### src/rtl/memory_master_pkg.sv
// rtl/memory_master_pkg.sv - width, state and strobe encodings shared by memory_master
package memory_master_pkg;

  localparam logic [1:0] WIDTH_BYTE = 2'b00;
  localparam logic [1:0] WIDTH_HALF = 2'b01;
  localparam logic [1:0] WIDTH_WORD = 2'b10;
  localparam logic [1:0] WIDTH_RSVD = 2'b11;

  localparam logic [3:0] STROBES_WORD = 4'b1111;
  localparam logic [3:0] STROBES_HI   = 4'b1100;
  localparam logic [3:0] STROBES_LO   = 4'b0011;

  typedef enum logic {
    IDLE   = 1'b0,
    ACCESS = 1'b1
  } state_t;

endpackage

### src/rtl/byte_lane_steer.sv
// rtl/byte_lane_steer.sv - big-endian byte lane steering for stores and load extraction/extension
module byte_lane_steer
  import memory_master_pkg::*;
(
  input  logic [1:0]  store_width,
  input  logic [1:0]  store_offset,
  input  logic [31:0] store_data,
  output logic [3:0]  store_strobes,
  output logic [31:0] store_lanes,
  input  logic [1:0]  load_width,
  input  logic [1:0]  load_offset,
  input  logic        load_signed,
  input  logic [31:0] load_lanes,
  output logic [31:0] load_data
);

  logic [7:0]  sel_byte;
  logic [15:0] sel_half;

  always_comb begin
    store_strobes = STROBES_WORD;
    store_lanes   = store_data;
    case (store_width)
      WIDTH_BYTE: begin
        // offset 0 is the most significant lane
        store_strobes = 4'b1000 >> store_offset;
        store_lanes   = {4{store_data[7:0]}};
      end
      WIDTH_HALF: begin
        store_strobes = store_offset[1] ? STROBES_LO : STROBES_HI;
        store_lanes   = {2{store_data[15:0]}};
      end
      default: begin
        store_strobes = STROBES_WORD;
        store_lanes   = store_data;
      end
    endcase
  end

  always_comb begin
    sel_byte = load_lanes[31:24];
    case (load_offset)
      2'd0:    sel_byte = load_lanes[31:24];
      2'd1:    sel_byte = load_lanes[23:16];
      2'd2:    sel_byte = load_lanes[15:8];
      default: sel_byte = load_lanes[7:0];
    endcase
    sel_half = load_offset[1] ? load_lanes[15:0] : load_lanes[31:16];

    load_data = load_lanes;
    case (load_width)
      WIDTH_BYTE: load_data = {{24{load_signed & sel_byte[7]}}, sel_byte};
      WIDTH_HALF: load_data = {{16{load_signed & sel_half[15]}}, sel_half};
      default:    load_data = load_lanes;
    endcase
  end

endmodule

### src/rtl/memory_master.sv
// rtl/memory_master.sv - CPU load/store to word bus initiator; MEMORY_MASTER_ALIGN_CHECK_EN enables misalignment errors
module memory_master
  import memory_master_pkg::*;
#(
  parameter int unsigned WAIT_STATES = 0
) (
  input  logic        clock,
  input  logic        reset,
  input  logic        req_valid,
  output logic        req_ready,
  input  logic        req_write,
  input  logic [1:0]  req_width,
  input  logic        req_signed,
  input  logic [31:0] req_address,
  input  logic [31:0] req_data,
  output logic        resp_valid,
  output logic [31:0] resp_data,
  output logic        resp_error,
  output logic [29:0] bus_address,
  output logic [31:0] bus_data_out,
  input  logic [31:0] bus_data_in,
  output logic [3:0]  bus_data_strobes,
  output logic        bus_read,
  output logic        bus_write
);

  state_t      state, state_next;
  logic [3:0]  wait_cnt;
  logic [1:0]  acc_width, acc_offset;
  logic        acc_signed, acc_write;
  logic        accept, bad_request, access_done;
  logic [1:0]  eff_width, eff_offset;
  logic [3:0]  st_strobes;
  logic [31:0] st_lanes, ld_data;

  assign req_ready   = (state == IDLE);
  assign accept      = req_valid && req_ready;
  assign access_done = (state == ACCESS) && (wait_cnt == 4'd0);

  always_comb begin
    bad_request = 1'b0;
    eff_width   = req_width;
    eff_offset  = req_address[1:0];
`ifdef MEMORY_MASTER_ALIGN_CHECK_EN
    case (req_width)
      WIDTH_HALF: bad_request = req_address[0];
      WIDTH_WORD: bad_request = |req_address[1:0];
      WIDTH_RSVD: bad_request = 1'b1;
      default:    bad_request = 1'b0;
    endcase
`else
    // misaligned offsets are silently rounded down to the access width
    case (req_width)
      WIDTH_HALF: eff_offset = {req_address[1], 1'b0};
      WIDTH_WORD, WIDTH_RSVD: begin
        eff_width  = WIDTH_WORD;
        eff_offset = 2'b00;
      end
      default: eff_offset = req_address[1:0];
    endcase
`endif
  end

  byte_lane_steer u_steer (
    .store_width   (eff_width),
    .store_offset  (eff_offset),
    .store_data    (req_data),
    .store_strobes (st_strobes),
    .store_lanes   (st_lanes),
    .load_width    (acc_width),
    .load_offset   (acc_offset),
    .load_signed   (acc_signed),
    .load_lanes    (bus_data_in),
    .load_data     (ld_data)
  );

  always_ff @(posedge clock or negedge reset) begin
    if (!reset) state <= IDLE;
    else        state <= state_next;
  end

  always_comb begin
    state_next = state;
    case (state)
      IDLE:    if (accept && !bad_request) state_next = ACCESS;
      ACCESS:  if (wait_cnt == 4'd0) state_next = IDLE;
      default: state_next = IDLE;
    endcase
  end

  always_ff @(posedge clock or negedge reset) begin
    if (!reset) begin
      wait_cnt         <= 4'd0;
      acc_width        <= WIDTH_WORD;
      acc_offset       <= 2'b00;
      acc_signed       <= 1'b0;
      acc_write        <= 1'b0;
      bus_address      <= '0;
      bus_data_out     <= '0;
      bus_data_strobes <= '0;
      bus_read         <= 1'b0;
      bus_write        <= 1'b0;
      resp_valid       <= 1'b0;
      resp_data        <= '0;
      resp_error       <= 1'b0;
    end else begin
      resp_valid <= 1'b0;
      if (accept) begin
        if (bad_request) begin
          resp_valid <= 1'b1;
          resp_error <= 1'b1;
          resp_data  <= '0;
        end else begin
          bus_address      <= req_address[31:2];
          bus_data_strobes <= st_strobes;
          bus_data_out     <= st_lanes;
          bus_read         <= !req_write;
          bus_write        <= req_write;
          wait_cnt         <= WAIT_STATES[3:0];
          acc_width        <= eff_width;
          acc_offset       <= eff_offset;
          acc_signed       <= req_signed;
          acc_write        <= req_write;
        end
      end else if (access_done) begin
        resp_valid       <= 1'b1;
        resp_error       <= 1'b0;
        resp_data        <= acc_write ? 32'd0 : ld_data;
        bus_read         <= 1'b0;
        bus_write        <= 1'b0;
        bus_data_strobes <= 4'b0000;
      end else if (state == ACCESS) begin
        wait_cnt <= wait_cnt - 4'd1;
      end
    end
  end

endmodule

### config.mk
export PLATFORM = sky130hd
export DESIGN_NAME = memory_master
export DESIGN_NICKNAME = d
export VERILOG_FILES = /design/src/rtl/memory_master_pkg.sv /design/src/rtl/byte_lane_steer.sv /design/src/rtl/memory_master.sv
export SDC_FILE = /design/constraint.sdc
export NUM_CORES = 1
export LEC_CHECK = 0
export CAP_MARGIN = 0
export CORE_AREA = 2 2 125 96
export DETAILED_ROUTE_END_ITERATION = 12
export DIE_AREA = 0 0 127 98
export PLACE_DENSITY_LB_ADDON = 0.08
export RECOVER_POWER = 100
export SETUP_SLACK_MARGIN = 0.02
export SLEW_MARGIN = 30
export SYNTH_ARGS = -nofsm -noshare
export SYNTH_HDL_FRONTEND = slang
export SYNTH_SLANG_ARGS = --single-unit
export TNS_END_PERCENT = 100
### constraint.sdc
create_clock -name clock -period 2.75 [get_ports clock]
set_input_delay 0.825 -clock clock [delete_from_list [all_inputs] [get_ports clock]]
set_output_delay 0.825 -clock clock [all_outputs]
set_load 0.005 [all_outputs]
Yosys cells after proc, flatten, opt, wreduce, memory -nomap -nowiden

Index checks and enable logic that the tools add are counted.

Flip-flop bits (word level): 112
Input port bits: 103
Logic and storage cells: 61

Add/sub/neg operators: 1
Equality and inequality tests: 8
Shifts and indexed selects: 1
Mux-type cells: 22
Bitwise operators: 4
Reductions and logical operators: 12

Operators by type and width:

| cell                                                 | count |
|---|---|
| one-hot mux 32 bit (2 select lines)                  | 2 |
| 2-to-1 mux 32 bit                                    | 1 |
| 2-to-1 mux 4 bit                                     | 6 |
| one-hot mux 8 bit (3 select lines)                   | 1 |
| 2-to-1 mux 16 bit                                    | 1 |
| equality test 2 x 1 -> 1 bit (second input constant) | 4 |
| one-hot mux 4 bit (2 select lines)                   | 1 |
| 2-to-1 mux 1 bit                                     | 7 |
| equality test 2 bit (second input constant)          | 3 |
| zero test 2 bit                                      | 3 |
| zero test 4 bit                                      | 1 |
| one-hot mux 2 bit (2 select lines)                   | 1 |
| AND reduction 2 bit                                  | 2 |
| nonzero test 2 bit                                   | 2 |
| >> shifter 4 x 2 -> 4 bit (first input constant)     | 1 |
| subtractor 4 x 1 -> 4 bit (second input constant)    | 1 |
| bitwise AND 1 bit                                    | 2 |
| logical AND 1 bit                                    | 2 |
| 2-to-1 mux 2 bit                                     | 1 |
| inequality test 2 bit (second input constant)        | 1 |
| NOT 1 bit                                            | 2 |
| one-hot mux 1 bit (2 select lines)                   | 1 |
| OR reduction 2 bit                                   | 1 |
| zero test 1 bit                                      | 1 |

Longest topological paths before layout

Gate-level depths: netlist of run 1.

Word-level depth: 6
Mapped depth: 8
Depth with buffers taken out: 6

Modules after synthesis

From an unflattened synthesis of run 1, not the netlist that was laid out.

Cell total of the unflattened synthesis: 651
Area total of the unflattened synthesis: 5771.8 sq um

Modules (own cells, without submodules):

| module          | instances | cells an instance | area an instance (sq um) | seq. area each (sq um) |
|---|---|---|---|---|
| memory_master   | 1         | 485               | 4459.3                   | 2803.9 |
| byte_lane_steer | 1         | 166               | 1312.5                   | 0.0 |

Worst setup path after synthesis of run 1

Ideal clock, no wire load.

Path type: input-to-reg
Start point: in req_width[1]
End point: reg acc_width[0]
Setup time: 133 ps
Arrival time: 1696 ps
Required time: 2617 ps
Setup slack: 921 ps
Stages on the path: 5
Cell sequence: clkbuf_1 -> clkbuf_1 -> clkbuf_1 -> nand3b_1 -> o21ai_0

Cells in the longest elaborated chain, start to end: 3

Ends and longest elaborated chain:

| what                   | RTL line             | text |
|---|---|---|
| start: declaration     | memory_master.sv:12  | `input logic [1:0] req_width,` |
| equality test 2 bit    | memory_master.sv:53  | `case (req_width)` |
| OR reduction 2 bit (*) | memory_master.sv:53  |  |
| 2-to-1 mux 2 bit (*)   | memory_master.sv:53  |  |
| end signal: assignment | memory_master.sv:120 | `acc_width <= eff_width;` |
| end: declaration       | memory_master.sv:29  | `logic [1:0] acc_width, acc_offset;` |

Every way passes the cells marked *; elsewhere a longest branch is shown, timed or not.
A chain may end at the register's enable or synchronous reset.

Worst setup path in the final report of run 1

Start point: in req_valid
End point: reg bus_data_out[28]

Cells in the longest elaborated chain, start to end: 1

Ends and longest elaborated chain:

| what                   | RTL line             | text |
|---|---|---|
| start: declaration     | memory_master.sv:9   | `input logic req_valid,` |
| logical AND 1 bit      | memory_master.sv:37  | `assign accept = req_valid && req_ready;` |
| end signal: assignment | memory_master.sv:116 | `bus_data_out <= st_lanes;` |
| end: declaration       | memory_master.sv:20  | `output logic [31:0] bus_data_out,` |

Every way passes these cells.

==> results of run 1 <==
-- cell usage after synthesis (2+ instances only) --
cell type	count	area, um^2
a311oi_1	7	61.31
nor2_1	16	60.06
or3_1	8	50.05
nand3_1	23	115.1
o311ai_0	2	17.52
mux2i_1	33	330.3
buf_2	13	65.06
o21ai_0	56	280.3
clkbuf_1	23	86.33
a22oi_1	16	120.1
dfrtp_1	111	2778
o31ai_1	7	52.55
nand2b_1	3	18.77
buf_1	3	11.26
a21oi_1	22	110.1
inv_1	10	37.54
nand2_1	177	664.4
a31oi_1	7	43.79
ha_1	2	25.02
-- final timing paths --
kind,cells after the start,slack (ns),from,end
max,4,0.39,req_valid,bus_data_out[28]
min,2,0.47,bus_address[1],bus_address[1]
max reg2reg,6,0.59,wait_cnt[0],resp_data[30]
min reg2reg,2,0.47,bus_address[1],bus_address[1]
max in group asynchronous,2,0.65,reset,acc_offset[0]
min in group asynchronous,1,0.65,reset,bus_data_out[22]
-- registers in the layout, indices dropped and copies added, names as in the netlist --
register,flops
resp_data,32
acc_write,1
wait_cnt,4
state,1
acc_offset,2
bus_address,30
resp_valid,1
bus_read,1
bus_write,1
acc_signed,1
acc_width,2
bus_data_strobes,4
bus_data_out,32
-- metal layers --
layer	up-vias	GRT usage (%)	wire [um]
met4	0	3.719	64
met1	2351	33.75	6868
met3	7	9.041	1261
met5	-	0	0
li1	2296	-	-
met2	164	37.68	6987
-- critical path, cell delays in order --
cell and delay, ns:
clkdlybuf4s50_1 0.43, nand2b_1 0.83, buf_4 0.36, o21ai_0 0.12
-- cells by family after synthesis --
group,share of synthesized area [%]
AND/OR/NAND/NOR,19.48
AO/OA/AOI/OAI,14.64
flip-flops,54.22
buffers and inverters,4.331
multiplexers,6.605
adder cells (fa/ha/maj),0.4838
other,0.07252
XOR/XNOR,0.1694
-- stage by stage --
| stage | cell area, um^2 | total power [uW] |
|---|---|---|
| 2_1_floorplan | 5171 | 4411 |
| 3_3_place_gp | 7370 | 6309 |
| 3_5_place_dp | 7370 | 6412 |
| 4_1_cts | 7689 | 7848 |
| 5_1_grt | 7657 | 8059 |
| 6_report | 7657 | 7509 |
-- area by class of cell --
cell class | instances | area, um^2 | area share, %
Sequential cell | 112 | 2804 | 36.62
Timing Repair Buffer | 220 | 2161 | 28.22
Multi-Input combinational cell | 398 | 2156 | 28.15
Clock buffer | 10 | 229.0 | 2.990
Tap cell | 144 | 180.2 | 2.353
Clock inverter | 6 | 90.09 | 1.176
Inverter | 10 | 37.54 | 0.4902
-- power groups by stage --
stage          Combinational [uW]  Clock, uW  Sequential [uW]
6_report                     3220       1400             2880
5_1_grt                      3560       1510             2990
4_1_cts                      3500       1430             2920
3_5_place_dp                 3480          0             2930
3_3_place_gp                 3410          0             2900
2_1_floorplan                1580          0             2830
==> results.toml, run 1 <==
[power]
power_density_nw_per_um2 = 980.6
p_seq_share_pct = 38.4
p_int_uw = 4826
power.net_switching_uw = 2682
combPwrFrac_pct = 42.9
p_leak_uw = 0.003645
clockPowerShare_pct = 18.7
vdd_drop_max_v = 0.0004298
switching_share_pct = 35.72

[critical_path]
crit_fanout = 30
arrival_ns = 2.57
worstSetupPathType = "input port to flip-flop"
required_ns = 2.97
worstSetupStartpointType = "input port"
endpoint_kind = "flip-flop"

[worst_hold_path]
min_path_type = "flip-flop to flip-flop"

[timing]
finalCriticalPeriod_ns = 2.357
finalCritPeriodShare_pct = 85.71
setup_viol = 0
worst_pin_slew_ns = 1.157
fin_hold_ws_ns = 0.4673
hold_viol_final = 0
fin_setup_tns_ns = 0
slew_headroom_pct = 22.89
clock_skew_ns = 0.008295
rsz0062_at_grt = "no"
fmax_mhz = 424.3
fin_ws_ns = 0.3930
drv_slew = 0

[final_layout]
area_delta_synth_final_pct = 48.08
final_cells = 900
n_antenna_cell = 0
n_fill_cell = 924
final_util_pct = 67.67
layout_common_cells = "177 x nand2_1, 111 x dfrtp_1, 104 x dlygate4sd3_1, 99 x clkdlybuf4s50_1, 57 x o21ai_0"
drive_gt1_share_pct = 5.556
nets = 856
final_common_cell = "nand2_1"

[floorplan]
rows = 34
fp.dieW_um = 127
die_h_um = 98
pin_count = 206
coreArea_um2 = 11320
die_area_um2 = 12450
initial_utilization_pct = 45.70

[synth]
synth-edff-count = 0
async_flop_share_pct = 100.0
yosysSeqAreaShare_pct = 54.22
postSynthCellCount = 562
synth-seq-cells = 112
yosysUniqueCellTypes = 42
synthFlopType = "dfrtp_1"
synth_fp_nets = 667
synth_area_per_cell_um2 = 9.201
netlist_area_um2 = 5171
yosys_warnings = 0

[outcome]
status = "finished clean"

[drt]
wl_mm = 15.18
initialDrtViolationCount = 389
vias = 4818
routed_via_density = 5.353
dr.pass1.iters = 5
drc = 0
ant_nets = 0
wl_per_cell_um = 16.87

[cts]
post_cts_buffers = 0
cts_buffers = 9
htreeDepth = 3
hold_buffers = 0
ctsResizeCount = 0
clock-root-buffer = "clkbuf_16"
cts_sinks = 112
clockBufferDepth = 2
cts_tree = "done"
worst_skew_pair.late_latency_ns = 0.34
path_clk_slew_ns = 0.07

[global_routing]
antenna_found_initial = 0
grt_max_degree = 43
grt_pass1_vias = 4712
grt.total_usage_pct = 24.35
grt_overflow = 0
grt_pass1_wl_mm = 24.06

[placed_design]
post-place-ws_ns = 0.3022
dp_hpwl_mm = 11.26
dpl.cell_count = 884
port_buffers = 204
finalWeightedCongestion = 0.8936

[run]
maxCapViolations = 0
Power figures use the tool's default switching activity.
==> run 2: changes to the inputs <==
CORE_AREA = 8 8 131 102   (was 2 2 125 96)
DIE_AREA = 0 0 139 110   (was 0 0 127 98)
==> run 2 against run 1 <==
  * Clock-buffer cell count up 3
  * Flip-flop and latch count did not move
  * Total power fell by 0.94%
  * Clock power decreased by 6%
  * Combinational power grew 2%
  * Non-clock buffer count shrank 1
  * Final cell count shrank 0.11%
  * Sequential power about the same
  * Largest power group unchanged
==> results.toml, run 2 (synthesized netlist as in run 1, its figures left out) <==
[critical_path]
required_ns = 2.94
endpoint_kind = "flip-flop"
worst_path_dominant_cell_family = "buffers and inverters"
worstSetupPathType = "input port to flip-flop"
arrival_ns = 2.50
cpPeakStageDelay_ns = 0.60
cp_cell_sequence = "dlygate4sd3_1, nand2b_4, clkbuf_1, o21ai_0"
crit_fanout = 28
critPathBufInv = 2
slowest_stage = "clkbuf_1"
worstSetupStartpointType = "input port"

[floorplan]
coreArea_um2 = 11320
pin_count = 206
rows = 34
die_h_um = 110
fp.dieW_um = 139
die_area_um2 = 15290
initial_utilization_pct = 45.70

[timing]
finalCriticalPeriod_ns = 2.308
rsz0062_at_grt = "no"
setup_viol = 0
drv_slew = 0
fin_setup_tns_ns = 0
finalCritPeriodShare_pct = 83.91
hold_viol_final = 0
worst_pin_slew_ns = 0.9807
slew_headroom_pct = 34.62
fmax_mhz = 433.3
clock_skew_ns = 0.004588

[drt]
routed_via_density = 5.343
initialDrtViolationCount = 376
drc = 0
wl_per_cell_um = 18.27
vias = 4803
ant_nets = 0
dr.pass1.iters = 5
wl_mm = 16.42

[placed_design]
port_buffers = 204
place_area_um2 = 7375
dp_hpwl_mm = 12.60
finalWeightedCongestion = 0.8986

[cts]
clock-root-buffer = "clkbuf_16"
ctsResizeCount = 0
htreeDepth = 3
cts_buffers = 9
hold_buffers = 0
cts_sinks = 112
worst_skew_pair.late_latency_ns = 0.34
clockBufferDepth = 2
path_clk_slew_ns = 0.07
cts_tree = "done"
post_cts_buffers = 0

[power]
p_leak_uw = 0.003633
total_power_uw = 7438
switching_share_pct = 36.32
combPwrFrac_pct = 44.1
power_density_nw_per_um2 = 974.7
clockPowerShare_pct = 17.6
p_seq_share_pct = 38.3
power.net_switching_uw = 2701
vdd_drop_max_v = 0.0005124
p_int_uw = 4737

[final_layout]
drive_gt1_share_pct = 4.901
n_antenna_cell = 0
area_delta_synth_final_pct = 47.57
reg.largest.list = "bus_data_out (32), resp_data (32), bus_address (30)"
layout_common_cells = "177 x nand2_1, 111 x dfrtp_1, 106 x dlygate4sd3_1, 97 x clkdlybuf4s50_1, 57 x o21ai_0"
design_area_um2 = 7631
n_fill_cell = 952
final_util_pct = 67.44
final_common_cell = "nand2_1"
nets = 855

[global_routing]
grt_pass1_vias = 4909
grt_pass1_wl_mm = 26.23
grt_max_degree = 57
grt_overflow = 0
antenna_found_initial = 0
grt.total_usage_pct = 21.50

[outcome]
status = "finished clean"

[worst_hold_path]
min_path_type = "flip-flop to flip-flop"

[run]
maxCapViolations = 0
run 2: per-stage QoR:
step	setup WS, ns	cells	hold slack (ns)
detailed placement	0.3323	883	0.4612
global placement	0.4530	883	0.4569
floorplan	0.9211	562	0.4673
global route	0.2646	899	0.4959
CTS	0.4642	899	0.4548
finish	0.4424	899	0.4679
run 2: worst paths after layout:
check / slack [ns] / to / startpoint / cells after the start
max in group asynchronous: 0.85 / resp_data[27] / reset / 2
min in group asynchronous: 0.63 / bus_data_out[16] / reset / 1
worst min-delay path: 0.47 / bus_address[0] / bus_address[0] / 2
worst min register to register: 0.47 / bus_address[0] / bus_address[0] / 2
worst max-delay path: 0.44 / bus_data_out[29] / req_valid / 4
worst max register to register: 0.57 / resp_data[17] / wait_cnt[0] / 6
run 2: power by group through the flow:
stage	clock (uW)	combinational (uW)	sequential [uW]
after floorplan	0	1580	2830
after global placement	0	3480	2880
after detailed placement	0	3560	2910
after CTS	1340	3580	2890
after global routing	1400	3680	2950
final	1310	3280	2850
run 2: routing by layer:
| layer | vias up | global-route usage [%] | part of all wire, % |
|---|---|---|---|
| li1 | 2279 | - | - |
| met1 | 2337 | 26.76 | 42 |
| met2 | 177 | 35.70 | 48 |
| met3 | 10 | 8.778 | 9.6 |
| met4 | 0 | 3.123 | 0.62 |
| met5 | - | 0 | 0 |
run 2: area by class of cell:
class / instances / area, um^2 / area share [%]
tap: 144 / 180.2 / 2.361
multi-input combinational: 398 / 2153 / 28.22
sequential: 112 / 2804 / 36.74
clock inverter: 3 / 22.52 / 0.2951
clock buffer: 13 / 280.3 / 3.673
timing repair buffer: 219 / 2153 / 28.22
inverter: 10 / 37.54 / 0.4919
run 2: worst register-to-register path: cells and delay by family (launching register included):
kind          cells  cell delay (ns)
flops             1             0.40
simple gates      4             1.42
fa+ha+maj         1             0.20
buf+inv           1             0.09
==> run 3: changes to the inputs <==
CORE_AREA = 8 8 135 105   (was 8 8 131 102)
DIE_AREA = 0 0 143 113   (was 0 0 139 110)
clock period = 2.3 ns   (was 2.75 ns; I/O delays follow)
==> run 3 against run 2 <==
  * Non-clock buffer count is 5 higher
  * Largest power group unchanged
  * Die area is 5.7% higher
  * Critical path type unchanged
  * Combinational power is 22% higher
==> results.toml, run 3 (synthesized netlist as in run 1, its figures left out) <==
[outcome]
status = "finished clean"

[placed_design]
port_buffers = 204
dp_hpwl_mm = 12.75
place_area_um2 = 7465
dpl.cell_count = 910
post-place-ws_ns = 0.03704
finalWeightedCongestion = 0.8599

[final_layout]
area_delta_synth_final_pct = 49.58
drive_gt1_share_pct = 6.184
layout_common_cells = "177 x nand2_1, 111 x dfrtp_1, 103 x dlygate4sd3_1, 100 x clkdlybuf4s50_1, 57 x o21ai_0"
nets = 860
final_cells = 927
design_area_um2 = 7735
reg.largest.list = "bus_data_out (32), resp_data (32), bus_address (30)"
final_common_cell = "nand2_1"

[timing]
finalCriticalPeriod_ns = 2.166
slew_headroom_pct = 36.40
clock_skew_ns = 0.007800
hold_viol_final = 0
fin_setup_tns_ns = 0
rsz0062_at_grt = "no"
finalCritPeriodShare_pct = 94.16
drv_slew = 0
worst_pin_slew_ns = 0.9540
fin_ws_ns = 0.1343
fmax_mhz = 461.7
setup_viol = 0

[cts]
clock-root-buffer = "clkbuf_16"
clockBufferDepth = 2
cts_sinks = 112
worst_skew_pair.late_latency_ns = 0.34
cts_tree = "done"
path_clk_slew_ns = 0.08
post_cts_buffers = 0
htreeDepth = 3
cts_buffers = 9

[floorplan]
fp.dieW_um = 143
initial_utilization_pct = 42.94
rows = 35
pin_count = 206
die_area_um2 = 16160
die_h_um = 113
coreArea_um2 = 12040

[global_routing]
antenna_found_initial = 1
grt_pass1_vias = 4871
grt_max_degree = 45
grt.total_usage_pct = 20.80
grt_overflow = 0
grt_pass1_wl_mm = 26.52

[critical_path]
crit_fanout = 19
required_ns = 2.51
worstSetupStartpointType = "input port"
arrival_ns = 2.38
crit-reg2reg-launch = "wait_cnt[0]"
endpoint_kind = "flip-flop"
worstSetupPathType = "input port to flip-flop"
critPathLaunch = "req_valid"

[worst_hold_path]
min_from = "bus_address[2]"
min_path_type = "flip-flop to flip-flop"

[drt]
drc = 0
routed_via_density = 5.143
wl_mm = 16.93
ant_nets = 0
wl_per_cell_um = 18.27
vias = 4768
dr.pass1.iters = 5
initialDrtViolationCount = 315

[power]
power_density_nw_per_um2 = 1169
p_leak_uw = 0.003667
total_power_uw = 9039
vdd_drop_max_v = 0.0006528

[run]
maxCapViolations = 0
run 3: cell count changes in the layout (fill, tap and decap cells not counted), sizes merged:
| cell | delta |
|---|---|
| buf | +8 |
| bufinv | +1 |
| clkbuf | -6 |
| clkdlybuf4s50 | +3 |
| clkinv | -1 |
| clkinvlp | +1 |
| diode | +1 |
| dlygate4sd3 | -3 |
| inv | +2 |
run 3: worst paths after layout:
kind                       cells after the start  slack (ns)               end
max                                            4        0.13  bus_data_out[14]
min                                            2        0.47    bus_address[2]
max reg2reg                                    6        0.21     resp_data[17]
min reg2reg                                    2        0.47    bus_address[2]
max in group asynchronous                      2        0.38    bus_address[3]
min in group asynchronous                      1        0.48   bus_data_out[5]
run 3: critical path, cell delays in order:
cell	delay [ns]
dlygate4sd3_1	0.55
nand2b_1	0.56
clkbuf_2	0.41
o21ai_0	0.16
run 3: layout make-up:
class,instances,area [um^2]
clock inverters,6,75.07
repair buffers,224,2230
inverters,10,37.54
flip-flops and latches,112,2804
well taps,166,207.7
diodes,1,2.502
fillers,1002,4308
clock buffers,10,239.0
multi-input cells,398,2140
run 3: where the power goes:
part           internal [uW]  leakage [uW]  switching [uW]  total, uW
clock network            893      0.000152             742       1640
registers               2830       0.00141             582       3410
logic                   2020       0.00210            1980       3990
run 3: layer usage:
| layer | track usage, % | wire length, um | vias to the layer above |
|---|---|---|---|
| met2 | 32.80 | 7871 | 161 |
| li1 | - | - | 2301 |
| met3 | 8.372 | 1647 | 15 |
| met1 | 26.33 | 7235 | 2291 |
| met5 | 0 | 0 | - |
| met4 | 4.379 | 178 | 0 |
run 3: per-stage QoR:
stage	utilization, %	hold slack (ns)
2_1_floorplan	-	0.3944
3_3_place_gp	61.98	0.4571
3_5_place_dp	61.98	0.4607
4_1_cts	64.59	0.3148
5_1_grt	64.21	0.4891
6_report	64.23	0.4691
run 3: repair_timing:
action,CTS,global route
endpoints found under the setup margin,0,3
hold buffers,0,0
resized for setup,0,1
